**config.mk**
```make
export PLATFORM = sky130hd
export DESIGN_NAME = prediction_argmax_flat
export DESIGN_NICKNAME = d
export VERILOG_FILES = /design/src/rtl/prediction_argmax_pkg.sv /design/src/rtl/prediction_argmax_if.sv /design/src/rtl/prediction_argmax_top2.sv /design/src/rtl/prediction_argmax.sv /design/src/flat_wrapper.sv
export SDC_FILE = /design/constraint.sdc
export NUM_CORES = 1
export LEC_CHECK = 0
export CAP_MARGIN = 10
export CORE_MARGIN = 4
export CORE_UTILIZATION = 59
export DETAILED_ROUTE_END_ITERATION = 7
export PLACE_DENSITY_LB_ADDON = 0.05
export SLEW_MARGIN = 20
export SYNTH_ARGS = -nofsm -noshare
export SYNTH_HDL_FRONTEND = slang
export SYNTH_SLANG_ARGS = --single-unit
```
**constraint.sdc**
```tcl
create_clock -name clk_i -period 11.8 [get_ports clk_i]
set_input_delay 2.36 -clock clk_i [delete_from_list [all_inputs] [get_ports clk_i]]
set_output_delay 2.36 -clock clk_i [all_outputs]
set_load 0.02 [all_outputs]
```
**src/rtl/prediction_argmax_pkg.sv**
```systemverilog
// Shared sizes, state encoding and candidate record for the argmax scanner.
// Scores are unsigned fixed point with 1.0 = 1 << 11.
package prediction_argmax_pkg;

    localparam int N_CLASSES = 10;
    localparam int PROB_W    = 16;
    localparam int IDX_W     = 4;

    typedef enum logic [1:0] {
        IDLE,
        SCAN,
        HOLD
    } argmax_state_t;

    // One ranked candidate; vld distinguishes "no runner-up yet" from a real zero score
    typedef struct packed {
        logic [PROB_W-1:0] val;
        logic [IDX_W-1:0]  idx;
        logic              vld;
    } cand_t;

    typedef logic [N_CLASSES-1:0][PROB_W-1:0] prob_vec_t;

endpackage

```
**src/rtl/prediction_argmax_if.sv**
```systemverilog
// Bundle between the network/host side (master) and the argmax scanner (slave).
interface prediction_argmax_if;
    import prediction_argmax_pkg::*;

    logic              R;
    prob_vec_t         Probability;
    logic              Ready;
    logic              ClearOverrun;
    logic              Valid;
    logic              Busy;
    logic [IDX_W-1:0]  Digit;
    logic [PROB_W-1:0] MaxProb;
    logic [IDX_W-1:0]  Second;
    logic [PROB_W-1:0] Margin;
    logic              Overrun;

    modport master (
        output R, Probability, Ready, ClearOverrun,
        input  Valid, Busy, Digit, MaxProb, Second, Margin, Overrun
    );

    modport slave (
        input  R, Probability, Ready, ClearOverrun,
        output Valid, Busy, Digit, MaxProb, Second, Margin, Overrun
    );

endinterface

```
**src/rtl/prediction_argmax_top2.sv**
```systemverilog
// Combinational top-two tracker: folds one new score into the current best/second pair.
module top2_update
    import prediction_argmax_pkg::*;
(
    input  cand_t             best_i,
    input  cand_t             second_i,
    input  logic [PROB_W-1:0] val_i,
    input  logic [IDX_W-1:0]  idx_i,
    output cand_t             best_o,
    output cand_t             second_o
);

    cand_t newCand;

    assign newCand = '{val: val_i, idx: idx_i, vld: 1'b1};

    // Strict compares: an equal later score never displaces an earlier index
    always_comb begin
        best_o   = best_i;
        second_o = second_i;
        if (val_i > best_i.val) begin
            second_o = best_i;
            best_o   = newCand;
        end else if (!second_i.vld || (val_i > second_i.val)) begin
            second_o = newCand;
        end
    end

endmodule

```
**src/rtl/prediction_argmax.sv**
```systemverilog
// Snapshots the class scores on a rising network-done, scans them one per cycle,
// and holds digit/runner-up/margin behind a valid/ready handshake with overrun flagging.
module prediction_argmax
    import prediction_argmax_pkg::*;
(
    input  logic               clk_i,
    input  logic               rst_ni,
    prediction_argmax_if.slave bus
);

    localparam logic [IDX_W-1:0] LAST_IDX = IDX_W'(N_CLASSES - 1);

    argmax_state_t     state_q;
    logic              r_q;
    logic [PROB_W-1:0] snap_q [N_CLASSES];
    cand_t             best_q;
    cand_t             second_q;
    cand_t             best_d;
    cand_t             second_d;
    logic [IDX_W-1:0]  cnt_q;
    logic              valid_q;
    logic [IDX_W-1:0]  digit_q;
    logic [PROB_W-1:0] maxProb_q;
    logic [IDX_W-1:0]  secondIdx_q;
    logic [PROB_W-1:0] margin_q;
    logic              overrun_q;

    logic rEdge;
    logic startScan;
    logic overrunSet;

    // A handshake completing in HOLD frees the scanner in the same cycle as a new edge
    assign rEdge      = bus.R & ~r_q;
    assign startScan  = rEdge & ((state_q == IDLE) | ((state_q == HOLD) & bus.Ready));
    assign overrunSet = rEdge & ((state_q == SCAN) | ((state_q == HOLD) & ~bus.Ready));

    top2_update u_top2 (
        .best_i   (best_q),
        .second_i (second_q),
        .val_i    (snap_q[cnt_q]),
        .idx_i    (cnt_q),
        .best_o   (best_d),
        .second_o (second_d)
    );

    // r_q resets high so a level already asserted at reset release is not taken as an edge
    always_ff @(posedge clk_i or negedge rst_ni) begin
        if (!rst_ni) begin
            state_q     <= IDLE;
            r_q         <= 1'b1;
            for (int k = 0; k < N_CLASSES; k++) begin
                snap_q[k] <= '0;
            end
            best_q      <= '0;
            second_q    <= '0;
            cnt_q       <= '0;
            valid_q     <= 1'b0;
            digit_q     <= '0;
            maxProb_q   <= '0;
            secondIdx_q <= '0;
            margin_q    <= '0;
            overrun_q   <= 1'b0;
        end else begin
            r_q <= bus.R;

            if (overrunSet) begin
                overrun_q <= 1'b1;
            end else if (bus.ClearOverrun) begin
                overrun_q <= 1'b0;
            end

            case (state_q)
                IDLE: begin
                end
                SCAN: begin
                    best_q   <= best_d;
                    second_q <= second_d;
                    cnt_q    <= cnt_q + 1'b1;
                    if (cnt_q == LAST_IDX) begin
                        digit_q     <= best_d.idx;
                        maxProb_q   <= best_d.val;
                        secondIdx_q <= second_d.idx;
                        margin_q    <= best_d.val - second_d.val;
                        valid_q     <= 1'b1;
                        state_q     <= HOLD;
                    end
                end
                HOLD: begin
                    if (bus.Ready) begin
                        valid_q <= 1'b0;
                        state_q <= IDLE;
                    end
                end
                default: begin
                    state_q <= IDLE;
                end
            endcase

            // Element 0 preloads the leader, so the scan proper starts at index 1
            if (startScan) begin
                for (int k = 0; k < N_CLASSES; k++) begin
                    snap_q[k] <= bus.Probability[k];
                end
                best_q   <= '{val: bus.Probability[0], idx: '0, vld: 1'b1};
                second_q <= '0;
                cnt_q    <= IDX_W'(1);
                state_q  <= SCAN;
            end
        end
    end

    assign bus.Valid   = valid_q;
    assign bus.Busy    = (state_q == SCAN);
    assign bus.Digit   = digit_q;
    assign bus.MaxProb = maxProb_q;
    assign bus.Second  = secondIdx_q;
    assign bus.Margin  = margin_q;
    assign bus.Overrun = overrun_q;

endmodule

```
**src/flat_wrapper.sv**
```systemverilog
// flat-port wrapper written by rule: the top's interface ports become plain ports
module prediction_argmax_flat import prediction_argmax_pkg::*;
  (clk_i, rst_ni, bus_R, bus_Probability, bus_Ready, bus_ClearOverrun, bus_Valid, bus_Busy, bus_Digit, bus_MaxProb, bus_Second, bus_Margin, bus_Overrun);
  prediction_argmax_if bus_i ();
  input  logic clk_i;
  input  logic rst_ni;
  input wire logic [$bits(bus_i.R)-1:0] bus_R;
  input wire logic [$bits(bus_i.Probability)-1:0] bus_Probability;
  input wire logic [$bits(bus_i.Ready)-1:0] bus_Ready;
  input wire logic [$bits(bus_i.ClearOverrun)-1:0] bus_ClearOverrun;
  output wire logic [$bits(bus_i.Valid)-1:0] bus_Valid;
  output wire logic [$bits(bus_i.Busy)-1:0] bus_Busy;
  output wire logic [$bits(bus_i.Digit)-1:0] bus_Digit;
  output wire logic [$bits(bus_i.MaxProb)-1:0] bus_MaxProb;
  output wire logic [$bits(bus_i.Second)-1:0] bus_Second;
  output wire logic [$bits(bus_i.Margin)-1:0] bus_Margin;
  output wire logic [$bits(bus_i.Overrun)-1:0] bus_Overrun;
  assign bus_i.R = bus_R;
  assign bus_i.Probability = bus_Probability;
  assign bus_i.Ready = bus_Ready;
  assign bus_i.ClearOverrun = bus_ClearOverrun;
  assign bus_Valid = bus_i.Valid;
  assign bus_Busy = bus_i.Busy;
  assign bus_Digit = bus_i.Digit;
  assign bus_MaxProb = bus_i.MaxProb;
  assign bus_Second = bus_i.Second;
  assign bus_Margin = bus_i.Margin;
  assign bus_Overrun = bus_i.Overrun;
  prediction_argmax u_core (.clk_i(clk_i), .rst_ni(rst_ni), .bus(bus_i));
endmodule
```
---- Word-level counts from Yosys, hierarchy flattened ----
Index checks and enable logic that the tools add are counted.
cells by class
  add/sub/neg operators ................... 2
  order comparisons ....................... 3
  equality and inequality tests ........... 8
  muxes and demuxes ....................... 21
  bitwise gates (word level) .............. 10
  reduce and logical (&&, ||, !) cells .... 13
operator list
  cell                   number
  $mux W21               7
  $bmux W16 S4           1
  $gt A16 B16 Y1         2
  $mux W16               2
  $sub A16 B16 Y16       1
  $mux W4                2
  $reduce_bool A2 Y1     4
  $mux W2                3
  $pmux W2 S3            1
  $reduce_and A2 Y1      3
  $reduce_and A3 Y1      2
  $and A1 B1 Y1          5
  $ge A5 B5 Y1 const B   1
  $not A4 Y5             1
  $add A4 B1 Y4 const B  1
  $eq A4 B4 Y1 const B   1
  $mux W1                4
  $ne A2 B1 Y1 const B   2
  $ne A3 B1 Y1 const B   1
  $ne A3 B2 Y1 const B   1
  $reduce_bool A3 Y1     1
  $eq A2 B1 Y1 const B   1
  $eq A2 B2 Y1 const B   1
  $logic_not A2 Y1       1
  6 further kinds        8
storage, ports and cells
  register bits after elaboration ......... 251
  bits of input ports ..................... 165
  output and inout port bits .............. 43
  word-level logic and storage cells ...... 82

---- Longest topological paths before layout ----
  depth in word-level cells ............... 10
  gate-level depth with buffers ........... 33
  gate-level depth less buffers ........... 27

---- Modules after synthesis ----
Synthesis repeated with hierarchy kept, for this count alone.
second synthesis, totals
  cells, all modules ...................... 1,453
  area, all modules ....................... 13,223.9 sq um
modules (own cells, without submodules)
  module             times used  cells an instance  area an instance (sq um)  sequential area each (sq um)
  prediction_argmax  1           1,272              11,642.4                  6,282.3
  top2_update        1           181                1,581.5                   0.0

---- Worst setup path after synthesis ----
Ideal clock, no wire load.
  path type ............................... register to register
  start point ............................. reg u_core.cnt_q[0]
  end point ............................... reg u_core.margin_q[13], in the netlist u_core.bus.Margin[13]
  setup time .............................. 0.080 ns
  arrival time ............................ 6.481 ns
  required time ........................... 11.720 ns
  slack ................................... 5.239 ns
  cell stages (with the launch flop) ...... 33
  buffers on the path ..................... 7
  period minus slack after synthesis ...... 6.561 ns
  path through ............................ dfrtp_1 > buf_4 > buf_2 > buf_2 > clkbuf_1 > mux2i_1 > nor2_1 > a21oi_1 > a21oi_1 > ha_1 > nand4_1 > nor4_1 > a21boi_1 > o31a_1 > buf_4 > clkbuf_1 > clkbuf_1 > nor2_1 > a21oi_1 > nor2_1 > a21oi_1 > ha_1 > nand2b_1 > a21oi_1 > o21a_1 > nor2_1 > nor2_1 > nor4_1 > o31a_1 > o41ai_2 > a22o_4 > a2111o_1 > o211ai_2
on the way
  cells in the longest elaborated chain, start to end .. 9
  elaborated cells between the ends (all ways) .. 13
  those cells by class .................... 1 x add/sub; 2 x order compare; 1 x eq/ne; 6 x mux; 1 x bitwise; 2 x reduce/logical
RTL lines
  item                                          line                          source
  from (decl)                                   prediction_argmax.sv:20       logic [IDX_W-1:0] cnt_q;
  from (signal assigned)                        prediction_argmax.sv:78       cnt_q <= cnt_q + 1'b1;
  $not A4 Y5 (implied by the code)              prediction_argmax.sv:40       .val_i (snap_q[cnt_q]),
  $bmux W16 S4                                  prediction_argmax.sv:40
  $mux W16 (implied by the code) (2 in series)  prediction_argmax.sv:40
  $gt A16 B16 Y1                                prediction_argmax_top2.sv:24  end else if (!second_i.vld || (val_i > second_i.val)) begin
  $logic_or A1 B1 Y1                            prediction_argmax_top2.sv:24
  $mux W21                                      prediction_argmax_top2.sv:24
  $mux W21                                      prediction_argmax_top2.sv:21  if (val_i > best_i.val) begin
  $sub A16 B16 Y16                              prediction_argmax.sv:83       margin_q <= best_d.val - second_d.val;
  to (signal assigned)                          prediction_argmax.sv:83
  to (decl)                                     prediction_argmax.sv:25       logic [PROB_W-1:0] margin_q;
Several ways; a longest one is shown, not always the timed one. The select of a mux whose other input is x is not followed.
A chain may end at the register's enable or synchronous reset.

---- Final worst setup path ----
  start point ............................. reg u_core.cnt_q[1]
  end point ............................... reg u_core.margin_q[12], in the netlist u_core.bus.Margin[12]
Same word-level chain as after synthesis.

==> results.md <==
- Slew @ Worst Pin: 1.01 ns
- Clock sink count: 251
- Syn Nets: 1748
- DRC viols: 0
- Bufs on Longest Clock Path: 3
- WL final: 36800 µm
- Placed Area: 0.0154 mm²
- Post-CTS resize count: 0
- Worst Hold Class: reg -> reg
- WP data required: 12.24 ns
- Post-synth EDFFs: 0
- Final #Nets: 1905
- Final Critical Period: 7.59 ns
- Die width: 158 µm
- First-pass GRT wire length: 58200 µm
- Slowest stage delay, CP: 0.56 ns
- Worst-skew pair later-pin latency: 0.55 ns
- Placeable Area: 0.0220 mm²
- Die area: 0.0250 mm²
- Remaining antenna violation count: 0
- Status: completed
- Number of warnings issued by yosys: 0
- Kind of start point of the critical path: flip-flop
- Largest net degree at the start of global routing: 107
- Hpwl dp: 26300 µm
- Final Hold Vio Count: 0
- Most used DFF post-synth: dfrtp_1
- Number of detailed-route iterations in the first pass: 5
- RePlAce Congestion: 0.927
- Register area share after synthesis: 47.4%
- Synth Instances: 1537
- Maximum Capacitance Violations: 0
- Critical path fanouts, max: 46
- IO Count: 208
- PortBufs: 207
- Rows: 54
- CTS tree: yes
- Vias per inst: 5.76
- Commonest non-fill, non-tap cell in the layout: nand2_1
- RSZ-0062 raised after global routing: false
- Total track usage: 29.4%
- Vias in the first global route: 10.9k
- Critical-path top delay cell: nand2b_1
- CTS Root Cell: clkbuf_16
- Cts hold-fix bufs: 0
- Cell area after synthesis: 0.0133 mm²
- Vias: 11.5k
- Post-CTS setup buffers: 0
- H-tree Lvls: 1
- Fin crit share: 64.3%
- Mean Syn Cell Area: 8.63 µm²
- Remaining Overflow, GRT: 0
- Post-synth ARST share: 100%
- Critical path arrival: 8.03 ns
- Die Y: 158 µm
- Clock transition at path regs: 0.06 ns
- Synth-to-Final Area Change: 23.0%
- Drt wl/cell: 18.5 µm
- Slew margin rel.: 32.6%
- Crit end category: flip-flop
- Critical path class: reg -> reg
- Initial DRC count: 1032
- Num CTS Buffers: 27
- Fmax: 132 MHz
- Diode count: 0
- Setup TNS: 0 ns
- Initial Util: 60.4%
- Final Cell Area: 0.0163 mm²
- Slew Viols, Final: 0
- Most frequent cells in the layout: 582 x nand2_1, 248 x dfrtp_1, 206 x clkdlybuf4s50_1
- Final setup violation count: 0
- Initial antenna violation count: 0
- Layout cells sized above 1: 6.02%
- Final Skew: 0.0126 ns
- Yosys cell types: 66
- Seq cells post-synth: 251
-- state kept, by name, indices dropped and copies added, names as in the netlist --
name                cells
u_core.state_q          2
u_core.bus.Second       4
u_core.cnt_q            4
u_core.bus.Overrun      1
u_core.bus.Digit        4
u_core.snap_q         160
u_core.bus.MaxProb     16
u_core.best_q          21
u_core.second_q        21
u_core.r_q              1
u_core.bus.Valid        1
u_core.bus.Margin      16
-- routing by layer --
layer / vias up / part of all wire (%) / global-route usage [%] / wire length, µm
met4: 0 / 2.9 / 7.15 / 1080
met1: 5511 / 44 / 43.5 / 16200
met2: 450 / 46 / 46.4 / 16900
met5: - / 0 / 0 / 0
met3: 69 / 7.2 / 4.24 / 2630
li1: 5431 / - / - / -
-- critical path: cells and delay by family, from the launching register on --
family,cells,cell delay (ns)
muxes,1,0.33
DFF,1,0.51
adders and majority gates,3,0.98
AOI/OAI and AO/OA,11,2.68
buffers and inverters,4,1.25
and+or+nand+nor,7,1.70
-- final timing paths --
kind                                     from                     to  slack (ns)  cells past startpoint
setup / recovery              u_core.cnt_q[1]  u_core.bus.Margin[12]        4.21                     26
hold / removal             u_core.snap_q[125]     u_core.snap_q[125]        0.47                      2
setup reg to reg              u_core.cnt_q[1]  u_core.bus.Margin[12]        4.21                     26
hold reg to reg            u_core.snap_q[125]     u_core.snap_q[125]        0.47                      2
max in group asynchronous              rst_ni      u_core.snap_q[64]        8.58                      2
min in group asynchronous              rst_ni      u_core.best_q[11]        1.79                      1
-- Yosys cell counts (all sizes together) (2+ instances only) --
library cell | n | area share (%)
o22ai | 11 | 0.52
mux2i | 59 | 4.5
nand2 | 582 | 16
o31a | 3 | 0.20
or3 | 4 | 0.23
xor2 | 3 | 0.20
maj3 | 2 | 0.15
o21a | 7 | 0.40
o2111a | 2 | 0.17
a31o | 2 | 0.13
mux2 | 5 | 0.42
ha | 45 | 4.2
a221oi | 2 | 0.13
buf | 25 | 0.93
a21o | 8 | 0.45
a21oi | 107 | 4.0
and3 | 4 | 0.19
inv | 49 | 1.4
nor2b | 8 | 0.38
o21ai | 78 | 2.9
o22a | 4 | 0.26
nor3 | 3 | 0.20
a31oi | 6 | 0.28
mux4 | 24 | 4.1
clkbuf | 66 | 1.9
dfrtp | 250 | 47
a211oi | 12 | 0.68
o31ai | 2 | 0.11
and2 | 6 | 0.28
nor4 | 5 | 0.24
o41ai | 2 | 0.25
nand3 | 7 | 0.26
clkinv | 2 | 0.057
o221ai | 2 | 0.13
nand2b | 7 | 0.33
o211ai | 9 | 0.55
nand4 | 6 | 0.28
nor2 | 83 | 2.4
xnor2 | 17 | 1.1
a22oi | 2 | 0.11
-- kinds of logic (layout without fill, tap and decap cells) --
group / after synthesis / count (layout) / share of synthesized area [%]
DFF: 251 / 251 / 47.4
AOI/OAI and AO/OA: 269 / 269 / 12.1
xor gates and xnor gates: 20 / 20 / 1.32
adders and majority gates: 48 / 48 / 4.55
buffers and inverters: 142 / 316 / 4.24
muxes: 88 / 88 / 8.95
and+or+nand+nor: 719 / 719 / 21.4
-- per-stage QoR --
step | worst slack (ns) | instances | hold slack [ns] | util [%]
finish | 4.21 | 1991 | 0.470 | 74.3
floorplan | 5.24 | 1537 | 0.440 | -
detailed placement | 4.36 | 1945 | 0.458 | 70.3
CTS | 4.36 | 1991 | 0.472 | 74.3
global route | 3.68 | 1991 | 0.492 | 74.3
global placement | 4.52 | 1945 | 0.453 | 70.3
-- final cells by class --
| class | instances | area [µm²] |
|---|---|---|
| timing repair buffer | 219 | 2170 |
| clock inverter | 7 | 100 |
| inverter | 51 | 191 |
| multi-input combinational | 1144 | 6450 |
| sequential | 251 | 6280 |
| fill | 1613 | 5640 |
| tap | 280 | 350 |
| clock buffer | 39 | 771 |
Power is not shown: default switching activity piles up to over one toggle a cycle in this logic, so the estimate is an artifact.
